$ cat src/rtl/pipe_fsm_pkg.sv
// Shared codes and helpers for the wall-follower pipeline controller.
// Turn/action/heading/command encodings plus location stepping.
package pipe_fsm_pkg;

  typedef enum logic [0:0] {
    ST_OFF = 1'b0,
    ST_ON  = 1'b1
  } state_e;

  localparam logic [1:0] TURN_STRAIGHT = 2'b00;
  localparam logic [1:0] TURN_RIGHT    = 2'b01;
  localparam logic [1:0] TURN_LEFT     = 2'b10;
  localparam logic [1:0] TURN_UTURN    = 2'b11;

  localparam logic [2:0] ACT_NONE  = 3'b000;
  localparam logic [2:0] ACT_M0    = 3'b001;
  localparam logic [2:0] ACT_M1    = 3'b010;
  localparam logic [2:0] ACT_M2    = 3'b011;
  localparam logic [2:0] ACT_M3    = 3'b100;
  localparam logic [2:0] ACT_FAULT = 3'b110;
  localparam logic [2:0] ACT_STOP  = 3'b111;

  localparam logic [3:0] HDG_N = 4'b1000;
  localparam logic [3:0] HDG_E = 4'b0100;
  localparam logic [3:0] HDG_S = 4'b0010;
  localparam logic [3:0] HDG_W = 4'b0001;

  localparam logic [1:0] CMD_START = 2'b01;
  localparam logic [1:0] CMD_STOP  = 2'b10;

  function automatic logic is_onehot(input logic [3:0] v);
    return (v != 4'd0) && ((v & (v - 4'd1)) == 4'd0);
  endfunction

  // Row and column wrap independently; no carry between nibbles.
  function automatic logic [7:0] step_loc(input logic [7:0] loc, input logic [3:0] hdg);
    logic [3:0] row;
    logic [3:0] col;
    row = loc[7:4];
    col = loc[3:0];
    case (hdg)
      HDG_N:   row = row - 4'd1;
      HDG_S:   row = row + 4'd1;
      HDG_E:   col = col + 4'd1;
      HDG_W:   col = col - 4'd1;
      default: row = loc[7:4];
    endcase
    return {row, col};
  endfunction

endpackage

$ cat src/rtl/pipe_fsm_decide.sv
// Combinational right-hand-rule decision: walls + heading + maintenance flags
// to turn, new heading, action and compass fault.
module pipe_fsm_decide
  import pipe_fsm_pkg::*;
(
  input  logic [2:0] wll,
  input  logic [3:0] cmps,
  input  logic [3:0] mtn,
  output logic [1:0] turn,
  output logic [3:0] heading,
  output logic [2:0] action,
  output logic       fault
);

  logic [1:0] turn_raw_s;
  logic [3:0] heading_raw_s;
  logic [2:0] action_raw_s;

  // Raw decision, then a bad compass overrides everything.
  always_comb begin
    turn_raw_s    = TURN_UTURN;
    heading_raw_s = cmps;
    action_raw_s  = ACT_NONE;
    fault         = !is_onehot(cmps);

    if (!wll[0]) begin
      turn_raw_s = TURN_RIGHT;
    end else if (!wll[1]) begin
      turn_raw_s = TURN_STRAIGHT;
    end else if (!wll[2]) begin
      turn_raw_s = TURN_LEFT;
    end else begin
      turn_raw_s = TURN_UTURN;
    end

    case (turn_raw_s)
      TURN_RIGHT: heading_raw_s = {cmps[0], cmps[3:1]};
      TURN_LEFT:  heading_raw_s = {cmps[2:0], cmps[3]};
      TURN_UTURN: heading_raw_s = {cmps[1:0], cmps[3:2]};
      default:    heading_raw_s = cmps;
    endcase

    if (mtn[3]) begin
      action_raw_s = ACT_M3;
    end else if (mtn[2]) begin
      action_raw_s = ACT_M2;
    end else if (mtn[1]) begin
      action_raw_s = ACT_M1;
    end else if (mtn[0]) begin
      action_raw_s = ACT_M0;
    end else begin
      action_raw_s = ACT_NONE;
    end

    if (fault) begin
      turn    = TURN_STRAIGHT;
      heading = cmps;
      action  = ACT_FAULT;
    end else begin
      turn    = turn_raw_s;
      heading = heading_raw_s;
      action  = action_raw_s;
    end
  end

endmodule

$ cat src/rtl/pipe_fsm.sv
// Three-stage wall-follower controller: sample on strobe, decide, then move.
// ON/OFF commands override any strobe seen on the same edge.
module pipe_fsm
  import pipe_fsm_pkg::*;
(
  input  logic       CLK,
  input  logic       RST_N,
  input  logic [1:0] ONOFF,
  input  logic [7:0] LCN_0,
  input  logic [3:0] MTN_SENSOR,
  input  logic [3:0] CMPS,
  input  logic [3:0] WLL,
  output logic [1:0] TURN,
  output logic       DRIVING,
  output logic [7:0] LOCATION,
  output logic [2:0] ACTION
);

  state_e     state_r;
  state_e     state_next_s;
  logic       cmd_start_s;
  logic       cmd_stop_s;
  logic       strobe_s;
  logic [2:0] wll_prev_r;

  logic       s1_valid_r;
  logic [2:0] s1_wll_r;
  logic [3:0] s1_cmps_r;
  logic [3:0] s1_mtn_r;
  logic       s2_move_r;
  logic [3:0] s2_heading_r;

  logic [1:0] dec_turn_s;
  logic [3:0] dec_heading_s;
  logic [2:0] dec_action_s;
  logic       dec_fault_s;

  logic       unused_wll_s;
  assign unused_wll_s = WLL[3];

  pipe_fsm_decide u_decide (
    .wll     (s1_wll_r),
    .cmps    (s1_cmps_r),
    .mtn     (s1_mtn_r),
    .turn    (dec_turn_s),
    .heading (dec_heading_s),
    .action  (dec_action_s),
    .fault   (dec_fault_s)
  );

  // Command decode, rising-edge strobe detect and next state.
  always_comb begin
    cmd_start_s  = (ONOFF == CMD_START);
    cmd_stop_s   = (ONOFF == CMD_STOP);
    strobe_s     = (state_r == ST_ON) && (WLL[2:0] != 3'd0) && (wll_prev_r == 3'd0)
                   && !cmd_start_s && !cmd_stop_s;
    state_next_s = state_r;
    if (cmd_start_s) begin
      state_next_s = ST_ON;
    end else if (cmd_stop_s) begin
      state_next_s = ST_OFF;
    end else begin
      state_next_s = state_r;
    end
  end

  // State register.
  always_ff @(posedge CLK) begin
    if (!RST_N) begin
      state_r <= ST_OFF;
    end else begin
      state_r <= state_next_s;
    end
  end

  // Pipeline stages and registered outputs.
  always_ff @(posedge CLK) begin
    if (!RST_N) begin
      wll_prev_r   <= 3'd0;
      s1_valid_r   <= 1'b0;
      s1_wll_r     <= 3'd0;
      s1_cmps_r    <= 4'd0;
      s1_mtn_r     <= 4'd0;
      s2_move_r    <= 1'b0;
      s2_heading_r <= 4'd0;
      TURN         <= TURN_STRAIGHT;
      DRIVING      <= 1'b0;
      LOCATION     <= 8'd0;
      ACTION       <= ACT_NONE;
    end else begin
      wll_prev_r   <= WLL[2:0];
      s1_wll_r     <= WLL[2:0];
      s1_cmps_r    <= CMPS;
      s1_mtn_r     <= MTN_SENSOR;
      s2_heading_r <= dec_heading_s;
      if (cmd_start_s || cmd_stop_s) begin
        s1_valid_r <= 1'b0;
        s2_move_r  <= 1'b0;
        TURN       <= TURN_STRAIGHT;
        DRIVING    <= 1'b0;
        ACTION     <= cmd_start_s ? ACT_NONE : ACT_STOP;
        LOCATION   <= cmd_start_s ? LCN_0 : LOCATION;
      end else begin
        s1_valid_r <= strobe_s;
        s2_move_r  <= s1_valid_r && !dec_fault_s;
        if (s1_valid_r) begin
          TURN    <= dec_turn_s;
          ACTION  <= dec_action_s;
          DRIVING <= !dec_fault_s;
        end else begin
          TURN    <= TURN;
          ACTION  <= ACTION;
          DRIVING <= DRIVING;
        end
        LOCATION <= s2_move_r ? step_loc(LOCATION, s2_heading_r) : LOCATION;
      end
    end
  end

endmodule

$ cat config.mk
export PLATFORM = sky130hd
export DESIGN_NAME = pipe_fsm
export DESIGN_NICKNAME = d
export VERILOG_FILES = /design/src/rtl/pipe_fsm_pkg.sv /design/src/rtl/pipe_fsm_decide.sv /design/src/rtl/pipe_fsm.sv
export SDC_FILE = /design/constraint.sdc
export NUM_CORES = 1
export LEC_CHECK = 0
export CORE_ASPECT_RATIO = 0.9
export CORE_MARGIN = 3
export CORE_UTILIZATION = 35
export CTS_CLUSTER_SIZE = 40
export DETAILED_ROUTE_END_ITERATION = 8
export PLACE_DENSITY = 0.62
export SYNTH_ARGS = -nofsm -noshare
export SYNTH_HDL_FRONTEND = slang
export SYNTH_SLANG_ARGS = --single-unit
$ cat constraint.sdc
create_clock -name CLK -period 3.3 [get_ports CLK]
set_clock_uncertainty 0.1 [all_clocks]
set_input_delay 0.66 -clock CLK [delete_from_list [all_inputs] [get_ports CLK]]
set_output_delay 0.66 -clock CLK [all_outputs]
set_load 0.02 [all_outputs]
# After elaboration in Yosys (flattened, before gate mapping)
# Index checks and enable logic that the tools add are counted.
dict set report classes {
  add_sub_neg 5
  n_eq_ne 10
  muxes 21
  bitwise 2
  n_reduce_logical 21
}
# operator count
set ops {}
lappend ops {{8-bit 2-to-1 mux} 3}
lappend ops {{3-bit 2-to-1 mux} 7}
lappend ops {{4-bit case mux with 2 select lines} 2}
lappend ops {{4-bit case mux with 3 select lines} 1}
lappend ops {{4-bit by 1-bit subtractor with 4-bit output (second input constant)} 3}
lappend ops {{3-bit nonzero test} 3}
lappend ops {{4-bit by 1-bit adder with 4-bit output (second input constant)} 2}
lappend ops {{2-bit equality test (second input constant)} 3}
lappend ops {{1-bit logical AND} 6}
lappend ops {{2-bit 2-to-1 mux} 3}
lappend ops {{3-bit AND reduction} 2}
lappend ops {{2-bit nonzero test} 3}
lappend ops {{4-bit bitwise AND} 1}
lappend ops {{2-bit by 1-bit equality test with 1-bit output (second input constant)} 2}
lappend ops {{4-bit by 1-bit equality test with 1-bit output (second input constant)} 1}
lappend ops {{4-bit by 2-bit equality test with 1-bit output (second input constant)} 1}
lappend ops {{4-bit by 3-bit equality test with 1-bit output (second input constant)} 1}
lappend ops {{4-bit equality test (second input constant)} 1}
lappend ops {{4-bit zero test} 1}
lappend ops {{1-bit 2-to-1 mux} 4}
lappend ops {{4-bit 2-to-1 mux} 1}
lappend ops {{4-bit nonzero test} 1}
lappend ops {{3-bit zero test} 1}
lappend ops {{1-bit zero test} 2}
lappend ops {{4 further kinds} 4}
dict set report word_totals {
  ff_bits 32
  in_bits 24
  output_inout_bits 14
  word_cells 71
}

# Longest topological paths before layout
# Gate-level depths: netlist of the first run.
dict set report depth {
  word_depth 7
  depth_mapped 8
  depth_no_buf 8
}

# Hierarchy
# From an unflattened synthesis of the first run, not the netlist that was laid out.
dict set report unflattened {
  hier_cells 207
  area_unflattened_um2 1804.2
}
# module instances cells_per_inst area_per_inst_um2 seq_area_each_um2
set by_module_without_submodules {}
lappend by_module_without_submodules {pipe_fsm 1 147 1425.1 640.6}
lappend by_module_without_submodules {pipe_fsm_decide 1 60 379.1 0.0}

# Worst setup path after synthesis of the first run
# Ideal clock, no wire load.
dict set report synth_path {
  path_kind {in2reg}
  startpoint {input ONOFF[0]}
  endpoint {register LOCATION[2]}
  setup_time_ps 115
  arrival_ps 2096
  t_required_ps 3085
  setup_slack_ps 990
  cell_stages 7
  path_buffers 0
  cell_sequence {inv_1 > ha_1 > or4b_1 > o22ai_4 > o22ai_1 > a41o_1 > o21a_1}
}
dict set report synth_between {
  elab_chain_cells 4
  elab_cells_between_ends 8
  cone_classes {eq/ne: 3; mux: 1; reduce/logical: 4}
}
# item line
set synth_rtl {}
lappend synth_rtl {{start, declared} pipe_fsm.sv:8} ;# input logic [1:0] ONOFF,
lappend synth_rtl {{2-bit by 1-bit equality test with 1-bit output or 2-bit equality test (tied branches)} {pipe_fsm.sv:53, pipe_fsm.sv:54}}
lappend synth_rtl {{1-bit logical OR} pipe_fsm.sv:96} ;# if (cmd_start_s || cmd_stop_s) begin
lappend synth_rtl {{2-bit != test (no line), or another cell as far along} n/a}
lappend synth_rtl {{3-bit AND reduction (no line)} n/a}
lappend synth_rtl {{end signal, assigned} pipe_fsm.sv:102} ;# LOCATION <= cmd_start_s ? LCN_0 : LOCATION;
lappend synth_rtl {{end signal, assigned} pipe_fsm.sv:115} ;# LOCATION <= s2_move_r ? step_loc(LOCATION, s2_heading_r) : LOCATION;
lappend synth_rtl {{end, declared} pipe_fsm.sv:15} ;# output logic [7:0] LOCATION,
# Several ways; a longest one is shown, not always the timed one.
# A chain may end at the register's enable or synchronous reset.

# Worst setup path after layout of the first run
# Ends and elaborated chain as after synthesis.

==> results.yml, run 1 <==
clock_tree:
  cts_resized: 0
  clock-root-buffer: "clkbuf_8"
  clkTransAtPathRegs_ns: 0.07
  clkLatencyLatePin_ns: 0.29
  cts.htree.levels: 2
  cts_inserted_buffers: 5
  postCtsSetupRepairBufs: 0
  ctsLongestPathBuffers: 2
  hold_buffers: 0
  cts_tree: "done"
  cts_sinks: 32
timing:
  grt_setup_unrepaired: "false"
  setup_viol: 0
  period_needed_ns: 2.55
  tightest_slew_ns: 0.549
  finalMaxSlewViolations: 0
  fin_crit_sh: 0.771
  slew_headroom: 0.634
  fmax_mhz: 393
  final_hold_viol_count: 0
  setup_tns_ns: 0
synthesis:
  synth_fp_nets: 212
  netlist_instances: 182
  ys_ff_latch: 32
  synth_warnings: 0
  synth-seq-area-share: 0.388
  netlist_area_sq_um: 1650
  ys_types: 45
  synth_top_cell_by_area: "dfxtp_1"
  synth_top_cell_area_share: 0.388
  synthTopCellsByArea: "dfxtp_1, mux2i_1, and2_1, ha_1, o211a_1"
  syn_area_per_cell_sq_um: 9.07
cells_and_area:
  nFillCells: 461
  final_area_sq_um: 2180
  area_growth_pct: 32.3
  regArea_sq_um: 641
  final_layout_size_suffix_gt1_frac: 0.0731
  fin_util: 0.487
  multi_input_area_sq_um: 935
  final_cell_mix: "clkdlybuf4s50_1, dfxtp_1, nand2_1"
  antennaDiodeCount: 0
  final_nets: 248
  final_common_cell: "clkdlybuf4s50_1"
power:
  seqPwrFrac: 0.424
  total_power_mw: 1.04
  leakagePower_nw: 0.882
  clkPwrFrac: 0.360
  p_per_area_nw_per_um2: 478
  comb_power_share: 0.216
  p_sw_mw: 0.284
  internal_power_mw: 0.760
  irDropWorstVdd_mv: 0.280
  swShare: 0.272
route:
  drcViolationCount: 0
  via_per_inst: 4.94
  antenna_left: 0
  routed_wl_microns: 3350
  first_iter_violations: 33
  drtPass1Iterations: 4
  num_vias: 1388
  wire_per_inst_microns: 11.9
global_routing:
  grt_first_pass_wirelength_microns: 5990
  antenna_found_initial: 0
  grtUsageTotal: 0.136
  overflow: 0
  grt_pass1_vias: 1297
  grt_max_degree: 28
place:
  routabilityCongestion: 0.809
  placed_area_sq_um: 2070
  place_hpwl_microns: 2430
  place.port_buffers: 36
worst_hold_path:
  hp-class: "register to register"
setup_path:
  path_buf_inv: 2
  crit_family: "compound AO/OA/AOI/OAI gates"
  cp_slowest_cell: "or4b_1"
  crit_type: "input pin to register"
  required_ns: 3.39
  crit_chain: "clkdlybuf4s50_1, inv_1, ha_1, or4b_1, o22ai_4, o22ai_1, a41o_1, o21a_1"
  cp-start-kind: "input pin"
  slowest_delay_ns: 0.52
  cp-end-kind: "register"
  cp.arrival_ns: 2.63
  worst-path-max-fanout: 8
run_status:
  status: "completed"
die:
  core-area_sq_um: 4490
  die_w_microns: 78.4
  num_rows: 23
  die_area_sq_um: 5580
  initial_utilization: 0.368
  die_h_microns: 71.2
  io_pins: 38
job:
  drv_cap: 0
-- cells in the mapped netlist --
| library cell | count |
|---|---|
| o311a_1 | 2 |
| a41o_1 | 1 |
| buf_2 | 1 |
| a21oi_1 | 9 |
| o31a_1 | 1 |
| nor4_1 | 1 |
| nor2b_1 | 5 |
| nand2_1 | 16 |
| dfxtp_1 | 32 |
| xnor2_1 | 4 |
| a31oi_1 | 3 |
| nor3_1 | 1 |
| o211a_1 | 6 |
| mux2i_1 | 8 |
| o211ai_1 | 2 |
| xor2_1 | 2 |
| or4_4 | 1 |
| nand3b_1 | 2 |
| and2_1 | 11 |
| mux2_2 | 2 |
| or4b_4 | 1 |
| o311ai_0 | 1 |
| nand2b_1 | 8 |
| o31ai_1 | 1 |
| o22ai_1 | 1 |
| and3_1 | 1 |
| ha_1 | 5 |
| buf_1 | 1 |
| nand4_1 | 2 |
| o21ai_0 | 3 |
| clkbuf_1 | 8 |
| nor2_1 | 9 |
| o21a_1 | 2 |
| a21o_1 | 1 |
| nor3b_1 | 5 |
| fa_1 | 1 |
| nand3_1 | 2 |
| o221ai_1 | 4 |
| o2111ai_1 | 1 |
| a21boi_0 | 1 |
| inv_1 | 10 |
| o21bai_1 | 1 |
| o22ai_4 | 1 |
| or4b_1 | 1 |
| a221oi_1 | 1 |
-- metal layers --
| layer | wire length, microns | vias up | global-route usage | share of wire |
|---|---|---|---|---|
| met4 | 59 | 0 | 0.0680 | 0.018 |
| met5 | 0 | - | 0 | 0 |
| met1 | 1700 | 632 | 0.186 | 0.51 |
| met3 | 176 | 7 | 0.0382 | 0.053 |
| li1 | - | 716 | - | - |
| met2 | 1410 | 33 | 0.196 | 0.42 |
-- state kept, by name (all words and copies together), names as in the netlist --
signal        cells
LOCATION          8
s1_wll_r          3
ACTION            3
s2_move_r         1
state_r           1
s1_valid_r        1
TURN              2
DRIVING           1
s2_heading_r      4
s1_cmps_r         4
s1_mtn_r          4
-- worst register-to-register path: cells and delay by family, from the launching register on --
kind / cells / cell delay [ns]
AO/OA/AOI/OAI: 2 / 0.39
XOR/XNOR: 1 / 0.16
adder cells (fa/ha/maj): 1 / 0.18
flip-flops: 1 / 0.34
multiplexers: 1 / 0.27
AND/OR/NAND/NOR: 2 / 0.62
-- through the flow --
stage,setup WS [ns],hold slack [ns],cells
6_report,0.754,0.364,281
5_1_grt,0.660,0.387,281
4_1_cts,0.756,0.366,281
3_5_place_dp,0.445,0.356,273
3_3_place_gp,0.458,0.350,273
2_1_floorplan,0.990,0.339,182
-- area by class of cell --
class                      count  area share
multi-input combinational    130       0.428
tap                           62      0.0355
timing repair buffer          39       0.175
clock buffer                   5      0.0315
sequential                    32       0.293
inverter                      10      0.0172
clock inverter                 3      0.0195
-- cells by family (layout without fill, tap and decap cells) --
logic type	after synthesis	after routing	synth area share
XOR/XNOR	6	6	0.0318
flip-flops	32	32	0.388
AND/OR/NAND/NOR	66	66	0.225
buffers and inverters	20	57	0.0462
AO/OA/AOI/OAI	42	42	0.197
multiplexers	10	10	0.0621
adder cells (fa/ha/maj)	6	6	0.0500
-- path summary, 6_finish.rpt --
check,from,slack (ns),to,cells after the start
worst max register to register,s2_heading_r[1]$_SDFF_PN0_,1.15,LOCATION[2]$_SDFFE_PN0P_,7
worst min-delay path,state_r$_SDFFE_PN0N_,0.36,state_r$_SDFFE_PN0N_,2
worst min register to register,state_r$_SDFFE_PN0N_,0.36,state_r$_SDFFE_PN0N_,2
worst max-delay path,ONOFF[0],0.75,LOCATION[2]$_SDFFE_PN0P_,8
-- power groups by stage --
stage               registers, mW  clock network [mW]  logic (mW)
detailed placement          0.452                   0       0.227
floorplan                   0.461                   0       0.136
global placement            0.452                   0       0.225
CTS                         0.443               0.385       0.228
finish                      0.443               0.376       0.226
global route                0.449               0.404       0.254
Note: power is estimated with default switching activity, not from simulation.
==> run 2, diff against run 1 <==
clock period = 2.5 ns   (was 3.3 ns; I/O delays follow)
==> run 2 against run 1 <==
  * Wire length is 2.0% lower
  * Via count is 1.3% lower
  * Power is 24% higher
  * Largest cell class unchanged
  * Worst setup slack worse by 0.52 ns
  * First-iteration DRC count is 82% higher
  * Register-to-register slack worse by 0.81 ns
  * Cell count is 2.1% higher
  * Highest routed layer unchanged
  * Cell area is 1.2% higher
==> results.yml, run 2 (same netlist as run 1, synthesis figures left out) <==
cells_and_area:
  final_cells: 287
  final_area_sq_um: 2210
  max_flop_register: "LOCATION"
  antennaDiodeCount: 0
  fin_util: 0.492
  final_layout_size_suffix_gt1_frac: 0.0978
  final_common_cell: "clkdlybuf4s50_1"
  area_growth_pct: 33.9
  final_nets: 254
  largest_register_ffs: 8
  final_cell_mix: "clkdlybuf4s50_1, dfxtp_1, nand2_1"
route:
  wire_per_inst_microns: 11.4
  routed_wl_microns: 3280
  drtPass1Iterations: 4
  first_iter_violations: 60
  num_vias: 1370
  via_per_inst: 4.77
  antenna_left: 0
  drcViolationCount: 0
place:
  dp.cells: 279
  place.port_buffers: 36
  place_hpwl_microns: 2430
  pre_cts_slack_ns: -0.0455
  routabilityCongestion: 0.766
  placed_area_sq_um: 2120
power:
  swShare: 0.278
  clkPwrFrac: 0.313
  comb_power_share: 0.238
  leakagePower_nw: 0.907
  p_sw_mw: 0.362
  irDropWorstVdd_mv: 0.275
  internal_power_mw: 0.938
  total_power_mw: 1.30
  p_per_area_nw_per_um2: 588
  seqPwrFrac: 0.450
timing:
  tightest_slew_ns: 0.557
  finalMaxSlewViolations: 0
  whs_ns: 0.367
  slew_headroom: 0.629
  fmax_mhz: 441
  grt_setup_unrepaired: "false"
  period_needed_ns: 2.27
  setup_viol: 0
  fin_crit_sh: 0.906
  setup_tns_ns: 0
  setup_ws_ns: 0.235
  final_hold_viol_count: 0
setup_path:
  cp_slowest_cell: "or4b_1"
  cp-start-kind: "input pin"
  worst-path-max-fanout: 2
  reg2reg_depth: 7
  crit_type: "input pin to register"
  slowest_delay_ns: 0.53
  path_buf_inv: 2
  r2r-end: "LOCATION[2]$_SDFFE_PN0P_"
  cp-end-kind: "register"
  required_ns: 2.58
  r2r-start: "s2_heading_r[1]$_SDFF_PN0_"
  cp.arrival_ns: 2.34
  rrSetupSlack_ns: 0.34
  crit_chain: "clkdlybuf4s50_1, inv_1, ha_1, or4b_1, o22ai_4, o22ai_1, a41o_1, o21a_1"
  crit_family: "compound AO/OA/AOI/OAI gates"
die:
  num_rows: 23
  io_pins: 38
  die_area_sq_um: 5580
  die_w_microns: 78.4
  core-area_sq_um: 4490
  die_h_microns: 71.2
  initial_utilization: 0.368
worst_hold_path:
  hp-class: "register to register"
  hp-start: "state_r$_SDFFE_PN0N_"
  min_to: "state_r$_SDFFE_PN0N_"
  hold_path_depth: 2
global_routing:
  grt_max_degree: 28
  grt_pass1_vias: 1230
  antenna_found_initial: 0
  grt_first_pass_wirelength_microns: 5640
  grtUsageTotal: 0.129
  overflow: 0
clock_tree:
  clock-root-buffer: "clkbuf_8"
  ctsLongestPathBuffers: 2
  postCtsSetupRepairBufs: 0
  hold_buffers: 0
  cts.htree.levels: 2
  cts_sinks: 32
  clkTransAtPathRegs_ns: 0.07
  cts_tree: "done"
  cts_resized: 0
  cts_inserted_buffers: 5
  clkLatencyLatePin_ns: 0.28
job:
  drv_cap: 0
run_status:
  status: "completed"
-- run 2: metal layers --
metal	GRT usage	part of all wire
met1	0.175	0.51
met2	0.183	0.41
met3	0.0420	0.070
met4	0.0660	0.015
met5	0	0
-- run 2: area by class of cell --
| cell class | instances | area (sq um) |
|---|---|---|
| inverter | 10 | 37.5 |
| clock buffer | 6 | 82.6 |
| timing repair buffer | 45 | 428 |
| clock inverter | 2 | 10.0 |
| fill | 445 | 2280 |
| sequential | 32 | 641 |
| tap | 62 | 77.6 |
| multi-input combinational | 130 | 935 |
-- run 2: how the worst max path moves through the flow --
stage                   from                       end  cells after the start
floorplan           ONOFF[0]  LOCATION[2]$_SDFFE_PN0P_                      7
global route        ONOFF[0]  LOCATION[2]$_SDFFE_PN0P_                      8
finish              ONOFF[0]  LOCATION[2]$_SDFFE_PN0P_                      8
CTS                 ONOFF[0]  LOCATION[2]$_SDFFE_PN0P_                      8
global placement    ONOFF[0]  LOCATION[2]$_SDFFE_PN0P_                      8
detailed placement  ONOFF[0]  LOCATION[2]$_SDFFE_PN0P_                      8
-- run 2: power by group through the flow --
| stage | logic, mW | registers (mW) | clock network [mW] |
|---|---|---|---|
| 2_1_floorplan | 0.179 | 0.609 | 0 |
| 3_3_place_gp | 0.308 | 0.596 | 0 |
| 3_5_place_dp | 0.311 | 0.596 | 0 |
| 4_1_cts | 0.312 | 0.585 | 0.424 |
| 5_1_grt | 0.343 | 0.591 | 0.443 |
| 6_report | 0.309 | 0.585 | 0.406 |
-- run 2: tightest hold or removal path: stages (launching register included) --
cell and delay, ns:
dfxtp_1 0.31, nand2_1 0.05, a21boi_0 0.07
